`src/rtl/error_counter_dac_if.sv`:
```
// Signal bundle between the error-angle level generator (master) and the
// error counter / DAC register (slave). LIMIT_HITS exists only with ERR_LIMIT_STICKY_EN.
interface error_counter_dac_if #(
    parameter int CNT_W = 10
);
    logic                    _UPLVL;
    logic                    _DNLVL;
    logic                    CNT_PULSE;
    logic                    ERR_EN;
    logic                    REF_STROBE;
    logic signed [CNT_W-1:0] ERR_CNT;
    logic [CNT_W-1:0]        ERR_DAC;
    logic                    AT_LIMIT;
    logic                    ILLEGAL;
`ifdef ERR_LIMIT_STICKY_EN
    logic [3:0]              LIMIT_HITS;
`endif

    modport master (
        output _UPLVL, _DNLVL, CNT_PULSE, ERR_EN, REF_STROBE,
`ifdef ERR_LIMIT_STICKY_EN
        input  LIMIT_HITS,
`endif
        input  ERR_CNT, ERR_DAC, AT_LIMIT, ILLEGAL
    );

    modport slave (
        input  _UPLVL, _DNLVL, CNT_PULSE, ERR_EN, REF_STROBE,
`ifdef ERR_LIMIT_STICKY_EN
        output LIMIT_HITS,
`endif
        output ERR_CNT, ERR_DAC, AT_LIMIT, ILLEGAL
    );
endinterface

```
`src/rtl/error_counter_dac.sv`:
```
// Saturating up/down error counter with offset-binary DAC word register.
// Optional macro ERR_LIMIT_STICKY_EN: sticky AT_LIMIT plus LIMIT_HITS counter.
//
// state    | meaning
// DISABLED | counter held at 0, count events ignored, DAC reloads mid-scale
// ACTIVE   | count events step the counter with saturation at +/-LIMIT
module error_counter_dac #(
    parameter int CNT_W = 10,
    parameter int LIMIT = 384
) (
    input  logic              clk,
    input  logic              rst_n,
    error_counter_dac_if.slave bus
);
    typedef enum logic {DISABLED = 1'b0, ACTIVE = 1'b1} state_t;

    localparam logic signed [CNT_W-1:0] POS_LIM = CNT_W'(LIMIT);
    localparam logic signed [CNT_W-1:0] NEG_LIM = -POS_LIM;
    localparam logic signed [CNT_W-1:0] ONE     = CNT_W'(1);

    logic cnt_s1, cnt_s2, cnt_s3;
    logic ref_s1, ref_s2, ref_s3;
    logic up_s1, up_s2, dn_s1, dn_s2;
    logic en_s1, en_s2;

    state_t                  state;
    logic signed [CNT_W-1:0] err_cnt;
    logic [CNT_W-1:0]        err_dac;
    logic                    illegal;

    logic cnt_evt, ref_evt, step_up, step_dn, both_low, at_pos, at_neg;

    // Level synchronisers idle at 1 so a reset never looks like a command.
    always_ff @(posedge clk or negedge rst_n) begin
        if (!rst_n) begin
            cnt_s1 <= 1'b0;
            cnt_s2 <= 1'b0;
            cnt_s3 <= 1'b0;
            ref_s1 <= 1'b0;
            ref_s2 <= 1'b0;
            ref_s3 <= 1'b0;
            up_s1  <= 1'b1;
            up_s2  <= 1'b1;
            dn_s1  <= 1'b1;
            dn_s2  <= 1'b1;
            en_s1  <= 1'b0;
            en_s2  <= 1'b0;
        end else begin
            cnt_s1 <= bus.CNT_PULSE;
            cnt_s2 <= cnt_s1;
            cnt_s3 <= cnt_s2;
            ref_s1 <= bus.REF_STROBE;
            ref_s2 <= ref_s1;
            ref_s3 <= ref_s2;
            up_s1  <= bus._UPLVL;
            up_s2  <= up_s1;
            dn_s1  <= bus._DNLVL;
            dn_s2  <= dn_s1;
            en_s1  <= bus.ERR_EN;
            en_s2  <= en_s1;
        end
    end

    assign cnt_evt  = cnt_s2 & ~cnt_s3;
    assign ref_evt  = ref_s2 & ~ref_s3;
    assign step_up  = cnt_evt & ~up_s2 &  dn_s2;
    assign step_dn  = cnt_evt &  up_s2 & ~dn_s2;
    assign both_low = cnt_evt & ~up_s2 & ~dn_s2;
    assign at_pos   = (err_cnt == POS_LIM);
    assign at_neg   = (err_cnt == NEG_LIM);

    always_ff @(posedge clk or negedge rst_n) begin
        if (!rst_n) begin
            state   <= DISABLED;
            err_cnt <= '0;
            err_dac <= $unsigned(POS_LIM);
            illegal <= 1'b0;
        end else begin
            illegal <= 1'b0;
            // DAC samples the counter before any same-cycle count update.
            if (ref_evt) begin
                if (state == DISABLED) begin
                    err_dac <= $unsigned(POS_LIM);
                end else begin
                    err_dac <= $unsigned(err_cnt + POS_LIM);
                end
            end
            case (state)
                DISABLED: begin
                    err_cnt <= '0;
                    if (en_s2) begin
                        state <= ACTIVE;
                    end
                end
                ACTIVE: begin
                    if (!en_s2) begin
                        state   <= DISABLED;
                        err_cnt <= '0;
                    end else begin
                        if (step_up && !at_pos) begin
                            err_cnt <= err_cnt + ONE;
                        end else if (step_dn && !at_neg) begin
                            err_cnt <= err_cnt - ONE;
                        end
                        illegal <= both_low;
                    end
                end
                default: begin
                    state   <= DISABLED;
                    err_cnt <= '0;
                end
            endcase
        end
    end

    assign bus.ERR_CNT = err_cnt;
    assign bus.ERR_DAC = err_dac;
    assign bus.ILLEGAL = illegal;

`ifdef ERR_LIMIT_STICKY_EN
    logic       sticky_q;
    logic [3:0] hits_q;
    logic       rejected;

    assign rejected = (state == ACTIVE) & en_s2 & ((step_up & at_pos) | (step_dn & at_neg));

    // Cleared in DISABLED and on the edge that leaves ACTIVE.
    always_ff @(posedge clk or negedge rst_n) begin
        if (!rst_n) begin
            sticky_q <= 1'b0;
            hits_q   <= '0;
        end else if ((state == DISABLED) || !en_s2) begin
            sticky_q <= 1'b0;
            hits_q   <= '0;
        end else begin
            sticky_q <= sticky_q | at_pos | at_neg;
            if (rejected && (hits_q != 4'hF)) begin
                hits_q <= hits_q + 4'd1;
            end
        end
    end

    assign bus.AT_LIMIT   = sticky_q | at_pos | at_neg;
    assign bus.LIMIT_HITS = hits_q;
`else
    assign bus.AT_LIMIT = at_pos | at_neg;
`endif
endmodule

```
`src/flat_wrapper.sv`:
```
// flat-port wrapper written by rule: the top's interface ports become plain ports
module error_counter_dac_flat 
#(
    parameter int CNT_W = 10,
    parameter int LIMIT = 384
)
  (clk, rst_n, bus__UPLVL, bus__DNLVL, bus_CNT_PULSE, bus_ERR_EN, bus_REF_STROBE, bus_ERR_CNT, bus_ERR_DAC, bus_AT_LIMIT, bus_ILLEGAL);
  error_counter_dac_if #(.CNT_W(CNT_W)) bus_i ();
  input  logic clk;
  input  logic rst_n;
  input wire logic [$bits(bus_i._UPLVL)-1:0] bus__UPLVL;
  input wire logic [$bits(bus_i._DNLVL)-1:0] bus__DNLVL;
  input wire logic [$bits(bus_i.CNT_PULSE)-1:0] bus_CNT_PULSE;
  input wire logic [$bits(bus_i.ERR_EN)-1:0] bus_ERR_EN;
  input wire logic [$bits(bus_i.REF_STROBE)-1:0] bus_REF_STROBE;
  output wire logic [$bits(bus_i.ERR_CNT)-1:0] bus_ERR_CNT;
  output wire logic [$bits(bus_i.ERR_DAC)-1:0] bus_ERR_DAC;
  output wire logic [$bits(bus_i.AT_LIMIT)-1:0] bus_AT_LIMIT;
  output wire logic [$bits(bus_i.ILLEGAL)-1:0] bus_ILLEGAL;
  assign bus_i._UPLVL = bus__UPLVL;
  assign bus_i._DNLVL = bus__DNLVL;
  assign bus_i.CNT_PULSE = bus_CNT_PULSE;
  assign bus_i.ERR_EN = bus_ERR_EN;
  assign bus_i.REF_STROBE = bus_REF_STROBE;
  assign bus_ERR_CNT = bus_i.ERR_CNT;
  assign bus_ERR_DAC = bus_i.ERR_DAC;
  assign bus_AT_LIMIT = bus_i.AT_LIMIT;
  assign bus_ILLEGAL = bus_i.ILLEGAL;
  error_counter_dac #(.CNT_W(CNT_W), .LIMIT(LIMIT)) u_core (.clk(clk), .rst_n(rst_n), .bus(bus_i));
endmodule
```
`config.mk`:
```
export PLATFORM = sky130hd
export DESIGN_NAME = error_counter_dac_flat
export DESIGN_NICKNAME = d
export VERILOG_FILES = /design/src/rtl/error_counter_dac_if.sv /design/src/rtl/error_counter_dac.sv /design/src/flat_wrapper.sv
export SDC_FILE = /design/constraint.sdc
export NUM_CORES = 1
export LEC_CHECK = 0
export CORE_MARGIN = 3
export CORE_UTILIZATION = 52
export CTS_BUF_LIST = sky130_fd_sc_hd__clkbuf_16
export CTS_CLUSTER_DIAMETER = 150
export DETAILED_ROUTE_END_ITERATION = 8
export PLACE_DENSITY = 0.78
export SYNTH_ARGS = -nofsm -noshare
export SYNTH_HDL_FRONTEND = slang
export SYNTH_SLANG_ARGS = --single-unit
```
`constraint.sdc`:
```
create_clock -name clk -period 3.5 [get_ports clk]
set_clock_uncertainty 0.2 [all_clocks]
set_input_delay 0.525 -clock clk [delete_from_list [all_inputs] [get_ports clk]]
set_output_delay 0.525 -clock clk [all_outputs]
set_load 0.05 [all_outputs]
```
# Word level (Yosys, flattened, before mapping)
# Index checks and enable logic that the tools add are counted.
# Widths: inputs -> output; s select.
dict set report word_totals {
  romBits 0
  latchBits 0
  regBits 34
  ram_bits 0
  wordCells 47
  mem_count 0
  inputBits 7
}
dict set report op_classes {
  bitwise_logic 13
  reduce_logical 4
  div 0
  eq_ne 3
  addsub 3
  shifts 0
  n_lt_le_gt_ge 0
  muxes 8
  n_mul 0
}
# op n
set op_table {}
lappend op_table {{$mux 10} 4}
lappend op_table {{$eq 10x10->1 const B} 2}
lappend op_table {{$pmux 10 s2} 1}
lappend op_table {{$add 10x10->10 const B} 1}
lappend op_table {{$add 10x2->10 const B} 1}
lappend op_table {{$sub 10x2->10 const B} 1}
lappend op_table {{$and 1x1->1} 7}
lappend op_table {{$not 1->1} 5}
lappend op_table {{$ne 4x4->1 const B} 1}
lappend op_table {{$mux 1} 3}
lappend op_table {{$logic_and 1x1->1} 2}
lappend op_table {{$logic_not 1->1} 2}
lappend op_table {{$or 1x1->1} 1}

# Depth between registers and ports, before layout
# Gate-level depths: netlist of the first run.
dict set report depth {
  ltp_word 9
  ltp_mapped 10
}

# Worst setup path before layout of the first run
# OpenSTA, ideal clock, no wires.
dict set report synth_path {
  path_type {flip-flop to flip-flop}
  startpoint {register u_core.err_cnt[0], in the netlist u_core.bus.ERR_CNT[0]}
  endpoint {register u_core.err_cnt[8], in the netlist u_core.bus.ERR_CNT[8]}
  setup_slack_ps 210
  required_time_ps 3232
  setup_ps 68
  arrival_ps 3022
  stages_incl_launch_ff 11
  path_cell_list {dfrtp_1 -> nor4b_2 -> nand2_1 -> o21ai_1 -> ha_1 -> a211oi_1 -> o21bai_1 -> a21oi_1 -> o21ai_0 -> a211o_1 -> nand3_1}
}
dict set report synth_via {
  elab_chain_len 6
  elab_cells_between_ends 13
  classes_between {add/sub: 2; eq/ne: 3; mux: 4; reduce/logical: 4}
}
# element line
set synth_lines {}
lappend synth_lines {{from (decl)} error_counter_dac.sv:27} ;# logic signed [CNT_W-1:0] err_cnt;
lappend synth_lines {{from (signal assigned)} error_counter_dac.sv:101} ;# err_cnt <= err_cnt + ONE;
lappend synth_lines {{from (signal assigned)} error_counter_dac.sv:103} ;# err_cnt <= err_cnt - ONE;
lappend synth_lines {{branches (longest 6 deep; another with $sub 10x2->10)} -}
# Parallel ways; which one is timed is not known. The select of a mux whose other input is x is not followed.
# A chain may end at the register's enable or synchronous reset.

# Final worst setup path of the first run
dict set report layout_path {
  startpoint {register u_core.err_cnt[0], in the netlist u_core.bus.ERR_CNT[0]}
  endpoint {register u_core.err_cnt[9], in the netlist u_core.bus.ERR_CNT[9]}
}
# Same word-level chain as after synthesis.

==> results by group, run 1 <==
Run status
  • Status: finished clean

Drt
  • Post-route ant nets: 0
  • Final wirelength: 3.67 mm
  • Vias: 1391
  • Violation count after the first detailed-route iteration: 61
  • Drt first pass iters: 5
  • Wire per inst: 14.9 um
  • Drt via density: 5.63
  • DRC Markers: 0

Timing
  • Setup-failing EPs final: 0
  • Pins Over Slew Limit: 0
  • Final setup TNS: 0 ps
  • Final Hold Vio Count: 0
  • Worst hold margin: 148 ps
  • Slew @ Worst Pin: 714 ps
  • Unrepaired setup endpoints after global routing: false
  • FMAX: 323 MHz
  • Tmin final: 3090 ps
  • Final worst-path cycle share: 88.4%
  • Max_slew headroom: 52.3%

Pwr
  • Lkg Pwr: 0.958 nW
  • Clock power frac: 43.0%
  • Design Power: 0.000958 W
  • PwrDens: 442 nW/um^2
  • Sw frac: 25.3%
  • Psw: 0.000242 W
  • Flop pwr share: 44.2%
  • Maximum vdd drop: 0.297 mV
  • Combinational power share: 12.8%
  • Internal: 0.000715 W

Setup path
  • Family with the most delay on the worst path: compound AO/OA/AOI/OAI gates
  • CP Capture Type: flip-flop
  • Slowest stage delay, CP: 500 ps
  • Critical-path maximum fanout: 10
  • WP buf/inv: 1
  • WP data required: 3480 ps
  • Crit path DAT: 3080 ps
  • WS Path Type: reg2reg
  • CP Cell Sequence: nor4b_2 > nand2_1 > o21ai_1 > buf_4 > ha_1 > a211oi_1 > o21ai_0 > nand2_1 > o21ai_0 > o211a_1 > nor3_1
  • Crit-path slowest cell: dfrtp_1
  • Worst setup SP type: flip-flop

Floorplanning
  • Starting density of the core: 55.0%
  • Die height: 63.3 um
  • Die ar.: 4010 sq um
  • Cell Rows: 20
  • IO Pins: 29
  • Die X: 63.3 um
  • Total core area: 3100 sq um

Run
  • Max-cap viol count: 0

Synth
  • Mux contribution to synthesized area: 1.76%
  • Ys flop type: dfrtp_1
  • Number of synthesized flops with an enable pin: 0
  • Synth top area share: 41.1%
  • Syn_nets: 187
  • Area share of fa/ha/maj cells after synthesis: 7.77%
  • Top cells by count, synth: 28 x dfrtp_1, 24 x nand2_1, 19 x nor2_1, 14 x nand3_1, 9 x ha_1
  • Synth area leaders: dfrtp_1 41%, dfstp_2 9.2%, ha_1 6.6%
  • Sequential share of the synthesized area: 50.3%
  • Main combinational cell family by area after synthesis: simple AND/OR/NAND/NOR gates
  • Async SR Flop Fraction: 100%
  • Most frequent cell after synthesis: dfrtp_1
  • Synth Cell Area: 1710 sq um
  • Syn avg cell area: 10.0 sq um
  • Yosys reg bits: 34
  • Gate Count Post-Synth: 170
  • Synth Area in Compound Gates: 14.8%
  • Synth cell types: 41
  • YS warnings: 0
  • Post-synthesis simple-gate area fraction: 20.7%
  • Synth Area in XOR/XNOR: 2.05%
  • Largest area contributor in the netlist: dfrtp_1

Global route
  • Total GRT Usage: 21.0%
  • Antenna violations before repair: 0
  • First-pass GRT wire length: 6.50 mm
  • Pin count of the biggest net entering global routing: 35
  • Grt ovf: 0
  • Number of global-route vias before repair: 1416

CTS
  • Clock transition at path regs: 60 ps
  • Setup repair bufs after CTS: 0
  • CTS tree: done
  • Maximum root-to-sink buffer count: 2
  • # H-tree levels: 2
  • Clock latency on the worst-skew pair: 280 ps
  • TritonCTS Buffers: 5
  • CTS Sinks: 34
  • Root Driver: clkbuf_16
  • Hold-fix buffers, CTS: 0
  • Post-CTS Resized: 0

Cells and area
  • Final core occ: 69.9%
  • Ratio of cells with drive above 1 in the final layout: 9.85%
  • Layout fillers: 267
  • Number of inserted diodes: 0
  • Syn-to-layout area delta: 27.1%
  • Layout net count: 219

Worst hold path
  • HP Class: reg2reg

Placed design
  • GP Congestion: 0.939
  • Post-DP HPWL: 2.62 mm
  • Port Buf Inserts: 28
[logic make-up after synthesis]
logic type / Yosys count
xor gates and xnor gates: 4
AOI/OAI and AO/OA: 36
buffers and inverters: 9
DFF: 34
adders and majority gates: 10
muxes: 3
and+or+nand+nor: 74
[cell usage in the layout (no fill, tap or decap), types with 2 or more instances in the layout]
cell / n
a21o_1: 2
a31oi_1: 2
nand4_1: 2
ha_1: 9
a211oi_1: 5
o21ai_0: 6
a211o_1: 2
dfstp_2: 6
dfrtp_1: 28
nor4_1: 2
nor2_1: 19
nand3_1: 14
nand2b_1: 2
xnor2_1: 3
nor2b_1: 2
inv_1: 4
mux2i_1: 3
a21oi_1: 8
nor3_1: 4
clkdlybuf4s50_1: 28
buf_4: 2
nand2_1: 24
clkbuf_16: 5
[power by group through the flow]
stage / combinational (W) / sequential (W) / clock, W
2_1_floorplan: 0.0000635 / 0.000446 / 0
3_3_place_gp: 0.000118 / 0.000428 / 0
3_5_place_dp: 0.000121 / 0.000430 / 0
4_1_cts: 0.000122 / 0.000423 / 0.000425
5_1_grt: 0.000133 / 0.000426 / 0.000441
6_report: 0.000122 / 0.000423 / 0.000412
[through the flow]
stage / std cells / setup slack [ps] / instance area, sq um
global placement: 239 / 555 / 2030
global route: 247 / 140 / 2170
floorplan: 170 / 210 / 1710
finish: 247 / 406 / 2170
detailed placement: 239 / 489 / 2030
CTS: 247 / 445 / 2170
[sequential cells by signal, summed over array words and instances, names as in the netlist]
name / count
u_core.bus.ERR_CNT: 10
u_core.bus.ERR_DAC: 10
u_core.bus.ILLEGAL: 1
u_core.cnt_s1: 1
u_core.cnt_s2: 1
u_core.cnt_s3: 1
u_core.dn_s1: 1
u_core.dn_s2: 1
u_core.en_s1: 1
u_core.en_s2: 1
u_core.ref_s1: 1
u_core.ref_s2: 1
u_core.ref_s3: 1
u_core.state: 1
u_core.up_s1: 1
u_core.up_s2: 1
[cell type report]
cell class | count | area (sq um) | area share, %
clock buffer | 5 | 125 | 5.77
sequential | 34 | 858 | 39.6
inverter | 4 | 15.0 | 0.692
timing repair buffer | 30 | 295 | 13.6
tap | 44 | 55.1 | 2.54
multi-input combinational | 127 | 803 | 37.0
clock inverter | 3 | 16.3 | 0.750
[routing by layer]
| metal | vias up | share of wire (%) | track usage [%] | wire length [um] |
|---|---|---|---|---|
| li1 | 668 | - | - | - |
| met1 | 667 | 45 | 25.9 | 1640 |
| met2 | 44 | 47 | 32.9 | 1730 |
| met3 | 12 | 5.7 | 6.06 | 210 |
| met4 | 0 | 2.7 | 11.6 | 99 |
| met5 | - | 0 | 0 | 0 |
[final timing paths]
check / start / to / slack [ps] / depth (start not counted)
setup reg to reg: u_core.bus.ERR_CNT[0] / u_core.bus.ERR_CNT[9] / 410 / 11
min in group asynchronous: rst_n / u_core.bus.ERR_DAC[3] / 450 / 2
max in group asynchronous: rst_n / u_core.dn_s1 / 2310 / 2
hold reg to reg: u_core.en_s1 / u_core.en_s2 / 150 / 0
hold / removal: u_core.en_s1 / u_core.en_s2 / 150 / 0
setup / recovery: u_core.bus.ERR_CNT[0] / u_core.bus.ERR_CNT[9] / 410 / 11
(Power assumes the default switching activity.)
==> run 2, diff against run 1 <==
SETUP_SLACK_MARGIN = 0.5   (was default)
==> run 2 against run 1 <==
Worst setup slack improved by 220 ps. Combinational power rose by 15%. Via count rose by 9.0%. Critical path depth fell by 1. Wire length rose by 16%. Count of clock-buffer cells in the layout did not move. Critical endpoint unchanged.
==> results by group, run 2 (synthesized netlist as in run 1, its figures left out) <==
Run status
  • Status: finished clean (unchanged)

Timing
  • Unrepaired setup endpoints after global routing: true (was false)
  • Worst hold margin: 156 ps (was 148 ps)
  • Pins Over Slew Limit: 0 (unchanged)
  • Final Hold Vio Count: 0 (unchanged)
  • Final worst-path cycle share: 82.2% (was 88.4%)
  • Final setup TNS: 0 ps (unchanged)
  • Tmin final: 2880 ps (was 3090 ps)
  • Setup ws final: 622 ps (was 406 ps)
  • Max_slew headroom: 27.6% (was 52.3%)
  • Slew @ Worst Pin: 1080 ps (was 714 ps)
  • FMAX: 348 MHz (was 323 MHz)
  • Setup-failing EPs final: 0 (unchanged)

Placed design
  • GP Congestion: 0.870 (was 0.939)
  • DP Worst Slack: 343 ps (was 489 ps)
  • Port Buf Inserts: 28 (unchanged)
  • Post-DP HPWL: 2.72 mm (was 2.62 mm)

Cells and area
  • Ratio of cells with drive above 1 in the final layout: 22.1% (was 9.85%)
  • Layout net count: 229 (was 219)
  • Syn-to-layout area delta: 36.8% (was 27.1%)
  • Layout fillers: 228 (was 267)
  • Number of inserted diodes: 0 (unchanged)
  • Commonest non-fill, non-tap cells in the layout: 27 x clkdlybuf4s50_1, 23 x nand2_1, 21 x dfrtp_1, 19 x nor2_1, 14 x nand3_1 (was 28 x clkdlybuf4s50_1, 28 x dfrtp_1, 24 x nand2_1, 19 x nor2_1, 14 x nand3_1)
  • Commonest non-fill, non-tap cell in the layout: clkdlybuf4s50_1

Worst hold path
  • HP Class: reg2reg (unchanged)
  • WHS Path Cells: 0 (unchanged)
  • HP Start: u_core.cnt_s1 (was u_core.en_s1)
  • Worst hold endpoint: u_core.cnt_s2 (was u_core.en_s2)

Pwr
  • Maximum vdd drop: 0.382 mV (was 0.297 mV)
  • Design Power: 0.000986 W (was 0.000958 W)
  • Lkg Pwr: 1.02 nW (was 0.958 nW)
  • PwrDens: 422 nW/um^2 (was 442 nW/um^2)

Drt
  • Vias: 1516 (was 1391)
  • Wire per inst: 16.6 um (was 14.9 um)
  • Post-route ant nets: 0 (unchanged)
  • DRC Markers: 0 (unchanged)
  • Violation count after the first detailed-route iteration: 58 (was 61)
  • Drt first pass iters: 4 (was 5)
  • Final wirelength: 4.27 mm (was 3.67 mm)
  • Drt via density: 5.90 (was 5.63)

Floorplanning
  • Die height: 63.3 um (unchanged)
  • Die X: 63.3 um (unchanged)
  • Starting density of the core: 55.0% (unchanged)
  • Cell Rows: 20 (unchanged)
  • Die ar.: 4010 sq um (unchanged)
  • Total core area: 3100 sq um (unchanged)
  • IO Pins: 29 (unchanged)

CTS
  • Root Driver: clkbuf_16 (unchanged)
  • Clock transition at path regs: 60 ps (about the same)
  • TritonCTS Buffers: 5 (unchanged)
  • CTS tree: done (unchanged)
  • Clock latency on the worst-skew pair: 280 ps (about the same)
  • CTS Sinks: 34 (unchanged)
  • Maximum root-to-sink buffer count: 2 (unchanged)
  • # H-tree levels: 2 (unchanged)

Setup path
  • Reg-to-reg endpoint: u_core.bus.ERR_CNT[9] (unchanged)
  • WP data required: 3450 ps (was 3480 ps)
  • Reg2Reg Setup Slack: 620 ps (was 410 ps)
  • Crit path DAT: 2830 ps (was 3080 ps)
  • Slowest stage delay, CP: 450 ps (was 500 ps)
  • Reg2reg start: u_core.bus.ERR_CNT[5] (was u_core.bus.ERR_CNT[0])
  • Critical-path maximum fanout: 7 (was 10)
  • Crit-path slowest cell: dfrtp_2 (was dfrtp_1)
  • Reg2reg path depth: 10 (was 11)
  • WS Path Type: reg2reg (unchanged)
  • CP Cell Sequence: nor4b_4 > nand2_2 > o21ai_4 > buf_4 > ha_1 > and2_1 > a311oi_2 > o211ai_1 > a21oi_1 > nor3_2 (was nor4b_2 > nand2_1 > o21ai_1 > buf_4 > ha_1 > a211oi_1 > o21ai_0 > nand2_1 > o21ai_0 > o211a_1 > nor3_1)
  • CP Capture Type: flip-flop (unchanged)
  • Worst setup SP type: flip-flop (unchanged)

Global route
  • Number of global-route vias before repair: 1470 (was 1416)
  • First-pass GRT wire length: 6.60 mm (was 6.50 mm)
  • Grt ovf: 0 (unchanged)
  • Pin count of the biggest net entering global routing: 25 (was 35)
  • Total GRT Usage: 21.2% (was 21.0%)
  • Antenna violations before repair: 0 (unchanged)

Run
  • Max-cap viol count: 0 (unchanged)
==> run 2: changes by cell type in the layout (fill, tap and decap cells not counted), sizes merged <==
cell           change
dlygate4sd2        +1
clkdlybuf4s50      -1
buf               +10
==> run 2: worst max path at each step <==
stage | from | depth (start not counted) | end | slack [ps]
6_report | u_core.bus.ERR_CNT[5] | 10 | u_core.bus.ERR_CNT[9] | 620
5_1_grt | u_core.bus.ERR_CNT[3] | 10 | u_core.bus.ERR_CNT[9] | 430
4_1_cts | u_core.cnt_s3 | 11 | u_core.bus.ERR_CNT[8] | 430
3_5_place_dp | u_core.bus.ERR_CNT[4] | 10 | u_core.bus.ERR_CNT[8] | 340
3_3_place_gp | u_core.bus.ERR_CNT[3] | 10 | u_core.bus.ERR_CNT[8] | 440
2_1_floorplan | u_core.bus.ERR_CNT[5] | 10 | u_core.bus.ERR_CNT[8] | 510
==> run 2: timing repair <==
| item | 4_1_cts | 5_1_grt |
|---|---|---|
| endpoints found under the setup margin | 5 | 5 |
| setup buffers | 3 | 7 |
| hold buffers | 0 | 0 |
| hold endpoints to repair | 0 | 0 |
| pin swaps | 1 | 7 |
| resized for setup | 3 | 16 |
==> run 2: area by class of cell <==
| cell class | instances | area (sq um) | area share [%] |
|---|---|---|---|
| tap | 44 | 55.1 | 2.36 |
| inverter | 4 | 15.0 | 0.643 |
| sequential | 34 | 867 | 37.1 |
| timing repair buffer | 40 | 369 | 15.8 |
| multi-input combinational | 127 | 887 | 38.0 |
| clock inverter | 3 | 16.3 | 0.697 |
| clock buffer | 5 | 125 | 5.36 |
==> run 2: through the flow <==
step	cells	util, %	area (sq um)
after CTS	250	71.5	2220
after global placement	239	65.9	2040
final	257	75.2	2330
after global routing	257	75.2	2330
after floorplan	170	-	1720
after detailed placement	239	65.9	2040
==> run 2: power by group <==
group          switching, W  internal [W]
clock              0.000162      0.000259
sequential        0.0000146      0.000410
combinational     0.0000840     0.0000560
==> run 2: worst max-delay path, delay by kind of cell (launching register included) <==
family                   cells  cell delay [ps]
buffers and inverters        1              180
adder cells (fa/ha/maj)      1              280
AND/OR/NAND/NOR              4              710
flip-flops                   1              450
AO/OA/AOI/OAI                4              930
==> run 2: routing by layer <==
layer	routed length, um	track usage, %
met1	1640	24.5
met2	2130	35.0
met3	321	7.84
met4	180	9.43
met5	0	0
==> run 3, diff against run 2 <==
CORE_UTILIZATION = 47   (was 52)
PLACE_DENSITY = 0.75   (was 0.78)
clock period = 2.5 ns   (was 3.5 ns; I/O delays follow)
==> run 3 against run 2 <==
The run now ends with setup timing left. Die area rose by 9.6%. Cell area rose by 20%. Sequential power rose by 39%. Power rose by 55%. Clock power rose by 59%.
==> results by group, run 3 (synthesized netlist as in run 1, its figures left out) <==
CTS
  • CTS Sinks: 34 (unchanged)
  • Maximum root-to-sink buffer count: 2 (unchanged)
  • TritonCTS Buffers: 5 (unchanged)
  • Root Driver: clkbuf_16 (unchanged)
  • Clock transition at path regs: 50 ps (was 60 ps)
  • CTS tree: done (unchanged)
  • # H-tree levels: 2 (unchanged)
  • Clock latency on the worst-skew pair: 270 ps (was 280 ps)

Timing
  • Max_slew headroom: 49.6% (was 27.6%)
  • Final Hold Vio Count: 0 (unchanged)
  • Setup-failing EPs final: 7 (was 0)
  • FMAX: 342 MHz (was 348 MHz)
  • Slew @ Worst Pin: 754 ps (was 1080 ps)
  • Unrepaired setup endpoints after global routing: true (unchanged)
  • Tmin final: 2930 ps (was 2880 ps)
  • Setup ws final: -426 ps (was 622 ps)
  • Final worst-path cycle share: 117% (was 82.2%)
  • Worst hold margin: 151 ps (was 156 ps)
  • Pins Over Slew Limit: 0 (unchanged)
  • Final setup TNS: -2230 ps (was 0 ps)

Cells and area
  • Ratio of cells with drive above 1 in the final layout: 41.8% (was 22.1%)
  • Layout net count: 260 (was 229)
  • Register area: 872 sq um (was 867 sq um)
  • Layout fillers: 191 (was 228)
  • Syn-to-layout area delta: 64.4% (was 36.8%)
  • Area occupied by multi-input gates: 1050 sq um (was 887 sq um)
  • Number of inserted diodes: 0 (unchanged)
  • Commonest non-fill, non-tap cells in the layout: 34 x buf_4, 22 x nand2_1, 19 x dfrtp_1, 18 x nor2_1, 14 x nand3_1 (was 27 x clkdlybuf4s50_1, 23 x nand2_1, 21 x dfrtp_1, 19 x nor2_1, 14 x nand3_1)
  • Commonest non-fill, non-tap cell in the layout: buf_4 (was clkdlybuf4s50_1)

Pwr
  • Maximum vdd drop: 0.424 mV (was 0.382 mV)
  • PwrDens: 546 nW/um^2 (was 422 nW/um^2)
  • Design Power: 0.00153 W (was 0.000986 W)
  • Lkg Pwr: 1.42 nW (was 1.02 nW)

Run
  • Max-cap viol count: 0 (unchanged)

Drt
  • Drt first pass iters: 4 (unchanged)
  • Violation count after the first detailed-route iteration: 106 (was 58)
  • Vias: 1664 (was 1516)
  • Drt via density: 5.74 (was 5.90)
  • Final wirelength: 5.31 mm (was 4.27 mm)
  • Post-route ant nets: 0 (unchanged)
  • DRC Markers: 0 (unchanged)
  • Wire per inst: 18.3 um (was 16.6 um)

Setup path
  • Reg2reg path depth: 10 (unchanged)
  • Reg2reg start: u_core.bus.ERR_CNT[6] (was u_core.bus.ERR_CNT[5])
  • Crit path DAT: 2900 ps (was 2830 ps)
  • Reg-to-reg endpoint: u_core.bus.ERR_CNT[9] (unchanged)
  • Worst setup SP type: flip-flop (unchanged)
  • Critical-path maximum fanout: 8 (was 7)
  • Reg2Reg Setup Slack: -430 ps (was 620 ps)
  • WS Path Type: reg2reg (unchanged)
  • WP data required: 2480 ps (was 3450 ps)
  • CP Capture Type: flip-flop (unchanged)

Floorplanning
  • Die height: 66.3 um (was 63.3 um)
  • Total core area: 3420 sq um (was 3100 sq um)
  • Die ar.: 4390 sq um (was 4010 sq um)
  • IO Pins: 29 (unchanged)
  • Cell Rows: 21 (was 20)
  • Die X: 66.3 um (was 63.3 um)
  • Starting density of the core: 50.0% (was 55.0%)

Placed design
  • Post-DP HPWL: 3.19 mm (was 2.72 mm)
  • Port Buf Inserts: 28 (unchanged)
  • GP Congestion: 0.853 (was 0.870)

Run status
  • Status: finished with violations (was finished clean)
  • Failing checks: setup timing

Global route
  • Grt ovf: 0 (unchanged)
  • Total GRT Usage: 24.0% (was 21.2%)
  • Antenna violations before repair: 0 (unchanged)
  • Number of global-route vias before repair: 1573 (was 1470)
  • First-pass GRT wire length: 7.78 mm (was 6.60 mm)
  • Pin count of the biggest net entering global routing: 35 (was 25)

Worst hold path
  • HP Start: u_core.ref_s1 (was u_core.cnt_s1)
  • WHS Path Cells: 0 (unchanged)
  • Worst hold endpoint: u_core.ref_s2 (was u_core.cnt_s2)
  • HP Class: reg2reg (unchanged)
==> run 3: changes by cell type in the layout (fill, tap and decap cells not counted), moves of 7 or more <==
cell / before / now
buf_4: 12 / 34
clkdlybuf4s50_1: 27 / 7
buf_6: 0 / 9
dlygate4sd2_1: 1 / 13
dlymetal6s2s_1: 0 / 7
==> run 3: per-layer routing <==
layer,track usage [%],routed length (um)
met5,0,0
met4,6.85,128
met3,4.76,326
met2,44.4,2760
met1,27.7,2090
==> run 3: power breakdown <==
group          internal [W]  total [W]  switching [W]  leakage, nW
registers          0.000575   0.000590      0.0000157        0.417
logic              0.000121   0.000273       0.000152        0.912
clock network      0.000462   0.000670       0.000209       0.0864
total               0.00116    0.00153       0.000376         1.42
==> run 3: layout make-up <==
type                       count  area share (%)
multi-input combinational    127            37.4
tap                           46            2.05
timing repair buffer          71            23.1
clock buffer                   5            4.46
sequential                    34            31.1
clock inverter                 3            1.34
inverter                       4           0.535
==> run 3: what timing repair did <==
| item | CTS | global route |
|---|---|---|
| buffers inserted | 10 | 4 |
| resized for setup | 23 | 29 |
| pin swaps | 22 | 25 |
| hold buffers | 0 | 0 |
| endpoints found under the setup margin | 24 | 18 |
==> run 3: worst max-delay path, stage by stage (launching register included) <==
cell and delay (ps):
dfrtp_2 430, nor4b_4 330, nand2_2 120, o21ai_4 410
ha_4 250, o21ai_1 110, o21ai_2 250, nand3_1 130
a211o_1 310, o211a_1 160, nor3_2 140
==> run 3: worst max path at each step <==
stage | cells after the start | to | startpoint
4_1_cts | 10 | u_core.bus.ERR_CNT[9] | u_core.bus.ERR_CNT[1]
5_1_grt | 11 | u_core.bus.ERR_CNT[9] | u_core.bus.ERR_CNT[4]
3_5_place_dp | 10 | u_core.bus.ERR_CNT[8] | u_core.bus.ERR_CNT[4]
2_1_floorplan | 10 | u_core.bus.ERR_CNT[8] | u_core.bus.ERR_CNT[6]
3_3_place_gp | 10 | u_core.bus.ERR_CNT[8] | u_core.bus.ERR_CNT[4]
6_report | 10 | u_core.bus.ERR_CNT[9] | u_core.bus.ERR_CNT[6]
==> run 3: stage by stage <==
stage	area [sq um]	cells	utilization (%)	setup slack [ps]
2_1_floorplan	1860	170	-	-321
3_3_place_gp	2400	268	70.3	-302
3_5_place_dp	2400	268	70.3	-455
4_1_cts	2670	286	78.2	-326
5_1_grt	2810	290	82.2	-494
6_report	2810	290	82.2	-426
